--- src/rtl/gbuff_pkg.sv ---
// ----------------------------------------------------------------------------
// gbuff_pkg
// Shared definitions for the global-buffer stream reader:
//   - default ADDR_BITS / DATA_BITS for the reader and its stream interface
//   - depth of the output FIFO and the width of its occupancy count
//   - the reader state encoding
// No ports (package).
// ----------------------------------------------------------------------------
package gbuff_pkg;

    localparam int DEF_ADDR_BITS = 8;
    localparam int DEF_DATA_BITS = 32;

    // Two entries are enough to sustain one word per cycle with a registered
    // read enable: one entry being presented, one being filled.
    localparam int FIFO_DEPTH    = 2;
    localparam int FIFO_CNT_BITS = $clog2(FIFO_DEPTH + 1);

    // IDLE  : waiting for start
    // RUN   : reads still to be issued
    // DRAIN : all reads issued, FIFO still holds words
    // FIN   : one-cycle done pulse
    typedef enum logic [1:0] {
        ST_IDLE  = 2'd0,
        ST_RUN   = 2'd1,
        ST_DRAIN = 2'd2,
        ST_FIN   = 2'd3
    } rdState_t;

endpackage

--- src/rtl/gbuff_stream_reader_if.sv ---
// ----------------------------------------------------------------------------
// gbuff_stream_reader_if
// Valid/ready word stream produced by gbuff_stream_reader.
//   m_valid : word valid (producer -> consumer)
//   m_ready : consumer ready (consumer -> producer)
//   m_data  : word (DATA_BITS)
//   m_last  : final word of a burst, qualified by m_valid
// Modports: master (producer side), slave (consumer side).
// ----------------------------------------------------------------------------
interface gbuff_stream_reader_if
    import gbuff_pkg::*;
#(
    parameter int DATA_BITS = DEF_DATA_BITS
);

    logic                 m_valid;
    logic                 m_ready;
    logic [DATA_BITS-1:0] m_data;
    logic                 m_last;

    modport master (output m_valid, output m_data, output m_last, input m_ready);
    modport slave  (input m_valid, input m_data, input m_last, output m_ready);

endinterface

--- src/rtl/gbuff_rd_fifo.sv ---
// ----------------------------------------------------------------------------
// gbuff_rd_fifo
// Two-entry FIFO holding read words plus their "last" flag.
// Ports:
//   clk, rst      : clock, synchronous active-high reset (clears contents)
//   flush_i       : empties the FIFO (pointers and count only)
//   push_i        : write pushData_i / pushLast_i at this cycle's end
//   pop_i         : consumer took the head word this cycle
//   valid_o       : FIFO non-empty
//   data_o/last_o : head word and its last flag (last_o qualified by valid_o)
//   count_o       : registered occupancy 0..2
// ----------------------------------------------------------------------------
module gbuff_rd_fifo
    import gbuff_pkg::*;
#(
    parameter int DATA_BITS = DEF_DATA_BITS
) (
    input  logic                     clk,
    input  logic                     rst,
    input  logic                     flush_i,
    input  logic                     push_i,
    input  logic [DATA_BITS-1:0]     pushData_i,
    input  logic                     pushLast_i,
    input  logic                     pop_i,
    output logic                     valid_o,
    output logic [DATA_BITS-1:0]     data_o,
    output logic                     last_o,
    output logic [FIFO_CNT_BITS-1:0] count_o
);

    logic [DATA_BITS-1:0]     data_q [FIFO_DEPTH];
    logic [FIFO_DEPTH-1:0]    last_q;
    logic                     wrPtr_q;
    logic                     rdPtr_q;
    logic [FIFO_CNT_BITS-1:0] count_q;
    logic                     pushOk;
    logic                     popOk;

    // A push into a full FIFO is only accepted when the head leaves in the
    // same cycle; the reader never relies on this, it is a safety net.
    assign popOk  = pop_i && (count_q != '0);
    assign pushOk = push_i && ((count_q != FIFO_CNT_BITS'(FIFO_DEPTH)) || popOk);

    // Storage and pointers. With two entries the pointers are single bits
    // that simply toggle. Flush keeps stale data but makes it invisible.
    always_ff @(posedge clk) begin
        if (rst) begin
            for (int i = 0; i < FIFO_DEPTH; i++) begin
                data_q[i] <= '0;
            end
            last_q  <= '0;
            wrPtr_q <= 1'b0;
            rdPtr_q <= 1'b0;
            count_q <= '0;
        end else if (flush_i) begin
            wrPtr_q <= 1'b0;
            rdPtr_q <= 1'b0;
            count_q <= '0;
        end else begin
            if (pushOk) begin
                data_q[wrPtr_q] <= pushData_i;
                last_q[wrPtr_q] <= pushLast_i;
                wrPtr_q         <= ~wrPtr_q;
            end
            if (popOk) begin
                rdPtr_q <= ~rdPtr_q;
            end
            count_q <= count_q + FIFO_CNT_BITS'(pushOk) - FIFO_CNT_BITS'(popOk);
        end
    end

    assign valid_o = (count_q != '0);
    assign data_o  = data_q[rdPtr_q];
    assign last_o  = valid_o && last_q[rdPtr_q];
    assign count_o = count_q;

endmodule

--- src/rtl/gbuff_stream_reader.sv ---
// ----------------------------------------------------------------------------
// gbuff_stream_reader
// Reads a burst of words from a global buffer and streams them out over a
// valid/ready interface through a 2-entry FIFO.
// Ports:
//   clk, rst     : clock, synchronous active-high reset
//   start        : begin a burst (sampled only in IDLE)
//   abort        : cancel the current burst (priority over start)
//   base_addr    : first word index
//   length       : word count 0..2**ADDR_BITS
//   stride       : index step, only with GBUFF_RD_STRIDE_EN defined
//   busy, done   : status; done pulses one cycle after the last word leaves
//   ram_en/wr_en : buffer enable (registered) / write enable (always 0)
//   index        : buffer word address (registered)
//   ram_data     : buffer read data, valid at the end of the ram_en cycle
//   strm         : stream master (m_valid/m_ready/m_data/m_last)
// Configuration macro: GBUFF_RD_STRIDE_EN adds the stride port; without it
// the index step is fixed at 1.
// ----------------------------------------------------------------------------
module gbuff_stream_reader
    import gbuff_pkg::*;
#(
    parameter int ADDR_BITS = DEF_ADDR_BITS,
    parameter int DATA_BITS = DEF_DATA_BITS
) (
    input  logic                 clk,
    input  logic                 rst,
    input  logic                 start,
    input  logic                 abort,
    input  logic [ADDR_BITS-1:0] base_addr,
    input  logic [ADDR_BITS:0]   length,
`ifdef GBUFF_RD_STRIDE_EN
    input  logic [ADDR_BITS-1:0] stride,
`endif
    output logic                 busy,
    output logic                 done,
    output logic                 ram_en,
    output logic                 wr_en,
    output logic [ADDR_BITS-1:0] index,
    input  logic [DATA_BITS-1:0] ram_data,
    gbuff_stream_reader_if.master strm
);

    rdState_t                 state_q, state_d;
    logic [ADDR_BITS:0]       remaining_q, remaining_d;
    logic [ADDR_BITS-1:0]     index_q, index_d;
    logic                     ramEn_q, ramEn_d;
    logic                     busy_q, busy_d;
    logic                     done_q, done_d;
    logic [ADDR_BITS-1:0]     step;
    logic [ADDR_BITS:0]       remNext;
    logic [FIFO_CNT_BITS:0]   countNext;
    logic                     fifoValid;
    logic                     fifoLast;
    logic [DATA_BITS-1:0]     fifoData;
    logic [FIFO_CNT_BITS-1:0] fifoCount;
    logic                     pop;

`ifdef GBUFF_RD_STRIDE_EN
    logic [ADDR_BITS-1:0]     stride_q, stride_d;
    assign step = stride_q;
`else
    assign step = ADDR_BITS'(1);
`endif

    assign pop = fifoValid && strm.m_ready;

    // Every issued read lands in the FIFO at the end of its cycle, since the
    // buffer presents the word by the falling edge of the ram_en cycle.
    gbuff_rd_fifo #(
        .DATA_BITS (DATA_BITS)
    ) u_fifo (
        .clk        (clk),
        .rst        (rst),
        .flush_i    (abort),
        .push_i     (ramEn_q),
        .pushData_i (ram_data),
        .pushLast_i (remaining_q == (ADDR_BITS+1)'(1)),
        .pop_i      (pop),
        .valid_o    (fifoValid),
        .data_o     (fifoData),
        .last_o     (fifoLast),
        .count_o    (fifoCount)
    );

    // Next-state logic. The read enable for the next cycle is decided from
    // the occupancy that will exist then (this cycle's push and pop applied),
    // so a read is only ever issued into a FIFO holding at most one word.
    // m_ready therefore reaches ram_en only through a flop.
    always_comb begin
        state_d     = state_q;
        remaining_d = remaining_q;
        index_d     = index_q;
        ramEn_d     = 1'b0;
`ifdef GBUFF_RD_STRIDE_EN
        stride_d    = stride_q;
`endif
        countNext = {1'b0, fifoCount} + (FIFO_CNT_BITS+1)'(ramEn_q)
                    - (FIFO_CNT_BITS+1)'(pop);
        remNext   = ramEn_q ? (remaining_q - (ADDR_BITS+1)'(1)) : remaining_q;

        case (state_q)
            ST_IDLE: begin
                if (start) begin
                    if (length == '0) begin
                        state_d = ST_FIN;
                    end else begin
                        state_d     = ST_RUN;
                        remaining_d = length;
                        index_d     = base_addr;
                        ramEn_d     = 1'b1;
`ifdef GBUFF_RD_STRIDE_EN
                        stride_d    = stride;
`endif
                    end
                end
            end
            ST_RUN: begin
                remaining_d = remNext;
                if (ramEn_q) begin
                    index_d = index_q + step;
                end
                if (remNext == '0) begin
                    state_d = ST_DRAIN;
                end else begin
                    ramEn_d = (countNext < (FIFO_CNT_BITS+1)'(FIFO_DEPTH));
                end
            end
            ST_DRAIN: begin
                if (pop && fifoLast) begin
                    state_d = ST_FIN;
                end
            end
            ST_FIN: begin
                state_d = ST_IDLE;
            end
            default: begin
                state_d = ST_IDLE;
            end
        endcase

        if (abort) begin
            state_d = ST_IDLE;
            ramEn_d = 1'b0;
        end

        busy_d = (state_d != ST_IDLE);
        done_d = (state_d == ST_FIN);
    end

    // State and registered outputs.
    always_ff @(posedge clk) begin
        if (rst) begin
            state_q     <= ST_IDLE;
            remaining_q <= '0;
            index_q     <= '0;
            ramEn_q     <= 1'b0;
            busy_q      <= 1'b0;
            done_q      <= 1'b0;
`ifdef GBUFF_RD_STRIDE_EN
            stride_q    <= '0;
`endif
        end else begin
            state_q     <= state_d;
            remaining_q <= remaining_d;
            index_q     <= index_d;
            ramEn_q     <= ramEn_d;
            busy_q      <= busy_d;
            done_q      <= done_d;
`ifdef GBUFF_RD_STRIDE_EN
            stride_q    <= stride_d;
`endif
        end
    end

    assign busy        = busy_q;
    assign done        = done_q;
    assign ram_en      = ramEn_q;
    assign wr_en       = 1'b0;
    assign index       = index_q;
    assign strm.m_valid = fifoValid;
    assign strm.m_data  = fifoData;
    assign strm.m_last  = fifoLast;

endmodule

--- src/flat_wrapper.sv ---
// flat-port wrapper written by rule: the top's interface ports become plain ports
module gbuff_stream_reader_flat import gbuff_pkg::*;
#(
    parameter int ADDR_BITS = DEF_ADDR_BITS,
    parameter int DATA_BITS = DEF_DATA_BITS
)
  (clk, rst, start, abort, base_addr, length, busy, done, ram_en, wr_en, index, ram_data, strm_m_valid, strm_m_data, strm_m_last, strm_m_ready);
  gbuff_stream_reader_if #(.DATA_BITS(DATA_BITS)) strm_i ();
  input  logic clk;
  input  logic rst;
  input  logic start;
  input  logic abort;
  input  logic [ADDR_BITS-1:0] base_addr;
  input  logic [ADDR_BITS:0] length;
  output logic busy;
  output logic done;
  output logic ram_en;
  output logic wr_en;
  output logic [ADDR_BITS-1:0] index;
  input  logic [DATA_BITS-1:0] ram_data;
  output wire logic [$bits(strm_i.m_valid)-1:0] strm_m_valid;
  output wire logic [$bits(strm_i.m_data)-1:0] strm_m_data;
  output wire logic [$bits(strm_i.m_last)-1:0] strm_m_last;
  input wire logic [$bits(strm_i.m_ready)-1:0] strm_m_ready;
  assign strm_m_valid = strm_i.m_valid;
  assign strm_m_data = strm_i.m_data;
  assign strm_m_last = strm_i.m_last;
  assign strm_i.m_ready = strm_m_ready;
  gbuff_stream_reader #(.ADDR_BITS(ADDR_BITS), .DATA_BITS(DATA_BITS)) u_core (.clk(clk), .rst(rst), .start(start), .abort(abort), .base_addr(base_addr), .length(length), .busy(busy), .done(done), .ram_en(ram_en), .wr_en(wr_en), .index(index), .ram_data(ram_data), .strm(strm_i));
endmodule
--- config.mk ---
export PLATFORM = sky130hd
export DESIGN_NAME = gbuff_stream_reader_flat
export DESIGN_NICKNAME = d
export VERILOG_FILES = /design/src/rtl/gbuff_pkg.sv /design/src/rtl/gbuff_stream_reader_if.sv /design/src/rtl/gbuff_rd_fifo.sv /design/src/rtl/gbuff_stream_reader.sv /design/src/flat_wrapper.sv
export SDC_FILE = /design/constraint.sdc
export NUM_CORES = 1
export LEC_CHECK = 0
export CORE_ASPECT_RATIO = 1.75
export CORE_UTILIZATION = 50
export DETAILED_ROUTE_END_ITERATION = 6
export GPL_TIMING_DRIVEN = 1
export PLACE_DENSITY_LB_ADDON = 0.08
export SLEW_MARGIN = 10
export SYNTH_ARGS = -nofsm -noshare
export SYNTH_HDL_FRONTEND = slang
export SYNTH_SLANG_ARGS = --single-unit
--- constraint.sdc ---
create_clock -name clk -period 4.05 [get_ports clk]
set_input_delay 0.81 -clock clk [delete_from_list [all_inputs] [get_ports clk]]
set_output_delay 0.81 -clock clk [all_outputs]
set_load 0.005 [all_outputs]
# After elaboration in Yosys (flattened, before gate mapping)
# Memory sizes are Yosys's and may differ from the RTL's. A register that Yosys moved wholly into a read port is not among the register bits.
# Cells that the tools add are included.
# op_classes
n_addsub	6
n_lt_le_gt_ge	4
n_eq_ne	9
mux	34
n_bitwise	3
n_reduce_logical	18
# ops
operator	count
32-bit 2-to-1 mux	1
32-bit OR reduction	1
9-bit 2-to-1 mux	3
8-bit 2-to-1 mux	3
9-bit zero test	2
9-bit one-hot mux with 2 select lines	1
1-bit 2-to-1 mux	16
8-bit one-hot mux with 2 select lines	1
2-bit 2-to-1 mux	5
9-bit by 1-bit equality test with 1-bit output (second input constant)	1
9-bit by 1-bit subtractor with 9-bit output (second input constant)	1
8-bit by 1-bit adder with 8-bit output (second input constant)	1
2-bit one-hot mux with 4 select lines	1
2-bit equality test (second input constant)	3
1-bit logical AND	6
2-bit != test (second input constant)	3
2-bit nonzero test	3
1-bit by 2-bit < comparator with 1-bit output (second input constant)	2
4-bit AND reduction	1
2-bit by 1-bit adder with 3-bit output	1
3-bit by 2-bit < comparator with 1-bit output (second input constant)	1
1-bit inverter	3
3-bit AND reduction	1
3-bit by 1-bit subtractor with 3-bit output	1
other kinds (12)	12
# totals
ff_bits	28
mem_bits_rw	64
input_bits	54
output_inout_bits	46
wordCells	85
memories	1
# memory_table
memory	words	width	rd	rd_ports_with_merged_regs	write_ports	line_no	source
u_core.u_fifo.data_q	2	32	1	1	2	gbuff_rd_fifo.sv:31	logic [DATA_BITS-1:0] data_q [FIFO_DEPTH];

# Logic depth before layout (Yosys ltp)
# depth
depth_word	11
mapped_depth	10
mapped_depth_nobuf	9

# Hierarchy
# A second synthesis with hierarchy kept.
# hier_totals
cells_unflattened	395
hier_area_um2	4650.7
# modules_own_cells
mod	n_inst	cells_per_inst	area_each_um2	seq_area_each_um2
gbuff_rd_fifo	1	210	3166.8	2062.0
gbuff_stream_reader	1	185	1483.9	440.4

# Worst setup path after synthesis
# OpenSTA, ideal clock, no wires.
# synth_path
path_kind	input port to flip-flop
from	in strm_m_ready
to	mem u_core.u_fifo.data_q[0][0] in the netlist's numbering, enable pin
arrival_time_ps	2779
slack_ps	841
cell_stages	3
path_buffers	0
cell_sequence	o21ai_1 -> or2_2 -> o21bai_1
# synth_lines
element	line_no	source
start: declaration	flat_wrapper.sv:24	input wire logic [$bits(strm_i.m_ready)-1:0] strm_m_ready;
end: declaration	gbuff_rd_fifo.sv:31	

==> impl_results.md <==
- Status: finished, final reports clean
- WL final: around 9.9 mm
- Cell Rows: 45
- Synth warn: 0
- Largest net degree at the start of global routing: 34
- Top cell type's share of synthesized area: 42.5%
- Hold Violations, Final: 0
- Final #Nets: between 500 and 600
- Crit path arrival time: between 2000 and 2500 ps
- Number of gates resized after CTS: 0
- Initial Utilization: slightly above 50%
- WL per Instance: 15.9 µm
- Via count: approximately 3,400
- Hpwl dp: 6.80 mm
- Crit-path cells: buf_4 -> mux2_2 -> clkdlybuf4s50_1
- Total GRT Usage: 21.8%
- Mapped Avg Cell Area: between 10 and 15 µm²
- Number of routed nets with antenna violations: 0
- Synth Register Bits: 93
- Post-route setup TNS: 0 ps
- DRC viols: 0
- Skew-Pair Late Insertion Delay: 330 ps
- CTS tree: built
- WL met1: between 3 and 4 mm
- Slew @ Worst Pin: ~1000 ps
- Leading cell type in the layout, fill and taps excluded: clkdlybuf4s50_1
- Crit-path slowest cell: dfxtp_1
- RSZ-0062 raised after global routing: false
- Clk_skew: between 3 and 4 ps
- Util after Layout: between 60% and 70%
- Hold crit path type: reg -> reg
- Max-cap violations: 0
- GP Congestion: just over 0.8
- Post-synthesis cell type count: 56
- Initial DRT Pass Iterations: 4
- Number of diodes: 0
- Dominant cells by area after synthesis: edfxtp_1 42%, dfxtp_1 13%, and2_1 9.0%, mux2_2 8.0%, nor2_1 2.6%
- DP Area: about 5600 µm²
- Number of global-route vias before repair: approximately 3,300
- Place WS: approximately 990 ps
- CTS sink cnt: 93
- Minimum clock period: 3060 ps
- Share of cells above drive strength 1: between 10% and 20%
- Cell family with most CP delay: buffers and inverters
- Slowest cell delay on critical path: about 660 ps
- Final Hold Slack: 475 ps
- Placed cells: about 610
- Mapped Cells: 410
- Most frequent cells in the layout: 98 x clkdlybuf4s50_1, 65 x and2_1, 64 x edfxtp_1
- Core area: 8730 µm²
- P_leak: between 2 and 2.5 nW
- Die height: about 130 µm
- First-pass GRT wire length: 15.4 mm
- Routed wl met2: between 5 and 6 mm
- Setup CP Type: reg -> out
- Type of origin of the critical path: flip-flop
- Kind of end point of the critical path: output port
- Fin. max-slew vios: 0
- Grt ovf: 0
- CTS Buf Count: 9
- Worst setup margin: 995 ps
- Worst EP required: ~3200 ps
- Hold buffers post-CTS: 0
- Area grow syn2layout: 30.4%
- Sequential fraction of the synthesis area: 55.3%
- Fmax: between 300 and 400 MHz
- Fin crit share: about 75%
- Metal3 WL: roughly 410 µm
- Postcts setup bufs: 0
- Area leader, netlist: edfxtp_1
- Initial antenna violation count: 0
- Synthesized Nets: 471
- Root Driver: clkbuf_16
- Synthesized cell area: between 4000 and 5000 µm²
- Final cell count without fillers: around 620
- Avg Vias per Cell: between 5 and 6
- Synth Flop Type: edfxtp_1
- Cell Pwr Density: 376 nW/µm²
- Drt first-iter violations: 153
- Largest fanout on the critical path: 21
- Num ports: 100
- Final instance area: a little under 6000 µm²
- Depth of the CTS H-tree: 3
- Total Power: 2.22 mW
- Final setup viols: 0
- Die area: 9450 µm²
- Die X: 73.9 µm
- PortBufs: between 90 and 100
- Max_slew headroom: between 30 and 40%
- Bufs and invs on worst path: 2
- VDD IR-drop max: 0.242 mV
- Post-synth ARST share: 0%
- DR top layer: met4
- Clock Tree Buf Depth: 2
- Post-synth EDFFs: 64
- Clock transition at path regs: ~60 ps
==> worst register-to-register path, stage by stage, from the launching register on <==
cell and delay [ps]:
dfxtp_1 710, o21ai_1 230, or2_2 410, o21bai_4 780
==> cells by family after synthesis <==
group | Yosys count | share of synthesized area [%]
flops | 93 | 55.3
buf+inv | 39 | 3.62
other cells | 1 | 0.0829
mux | 33 | 8.19
simple gates | 159 | 19.5
compound gates | 71 | 9.85
xor+xnor | 7 | 1.36
fa+ha+maj | 7 | 2.10
==> report_power, final <==
group / internal, mW / switching, mW
Sequential: 1.07 / 0.0414
Combinational: 0.169 / 0.141
Clock: 0.471 / 0.328
Total: 1.71 / 0.510
==> state kept, by name, summed over array words and instances (netlist names), named ones only <==
| name | count |
|---|---|
| u_core.u_fifo.data_q | 64 |
| u_core.index | 8 |
| u_core.u_fifo.wrPtr_q | 1 |
| u_core.u_fifo.last_q | 2 |
| u_core.ram_en | 1 |
| u_core.u_fifo.rdPtr_q | 1 |
| u_core.done | 1 |
| u_core.remaining_q | 9 |
| u_core.u_fifo.count_o | 2 |
| u_core.state_q | 2 |
| u_core.busy | 1 |
==> routing by layer <==
metal,global-route usage [%],vias up
li1,-,1640
met5,0,-
met4,9.95,0
met2,40.7,93
met1,22.6,1614
met3,3.77,18
==> path summary, 6_finish.rpt <==
check	start	endpoint	slack, ps	depth (start not counted)
setup / recovery	flip-flop	strm_m_data[18]	990	3
hold reg to reg	u_core.u_fifo.last_q[0]	u_core.u_fifo.last_q[0]	470	2
hold / removal	u_core.u_fifo.last_q[0]	u_core.u_fifo.last_q[0]	470	2
setup reg to reg	u_core.ram_en	u_core.u_fifo.data_q[0][13]	1520	3
==> cell type report <==
| class | instances | area [µm²] |
|---|---|---|
| Clock inverter | 6 | 53.8 |
| Tap cell | 117 | 146 |
| Clock buffer | 10 | 229 |
| Timing Repair Buffer | 105 | 1030 |
| Sequential cell | 93 | 2500 |
| Fill cell | 697 | 2830 |
| Multi-Input combinational cell | 278 | 1890 |
| Inverter | 12 | 45.0 |
==> synth_stat cells (2+ instances only) <==
cell type,instances
buf_2,2
inv_1,12
o21ai_0,21
buf_4,2
dfxtp_1,29
a22oi_1,5
and2_1,65
mux2_2,32
nor3_2,2
nand2_1,24
a211oi_1,6
o22ai_1,3
a21oi_1,17
edfxtp_1,64
nand2b_1,3
nand4_1,3
clkbuf_1,19
a22o_1,2
o31ai_1,2
ha_1,6
nor4_1,4
nand3_1,9
nor2b_1,2
a311oi_1,2
nor2_1,31
xnor2_1,5
xor2_1,2
nand4bb_1,2
buf_1,3
nor3_1,5
Power figures use the tool's default switching activity.
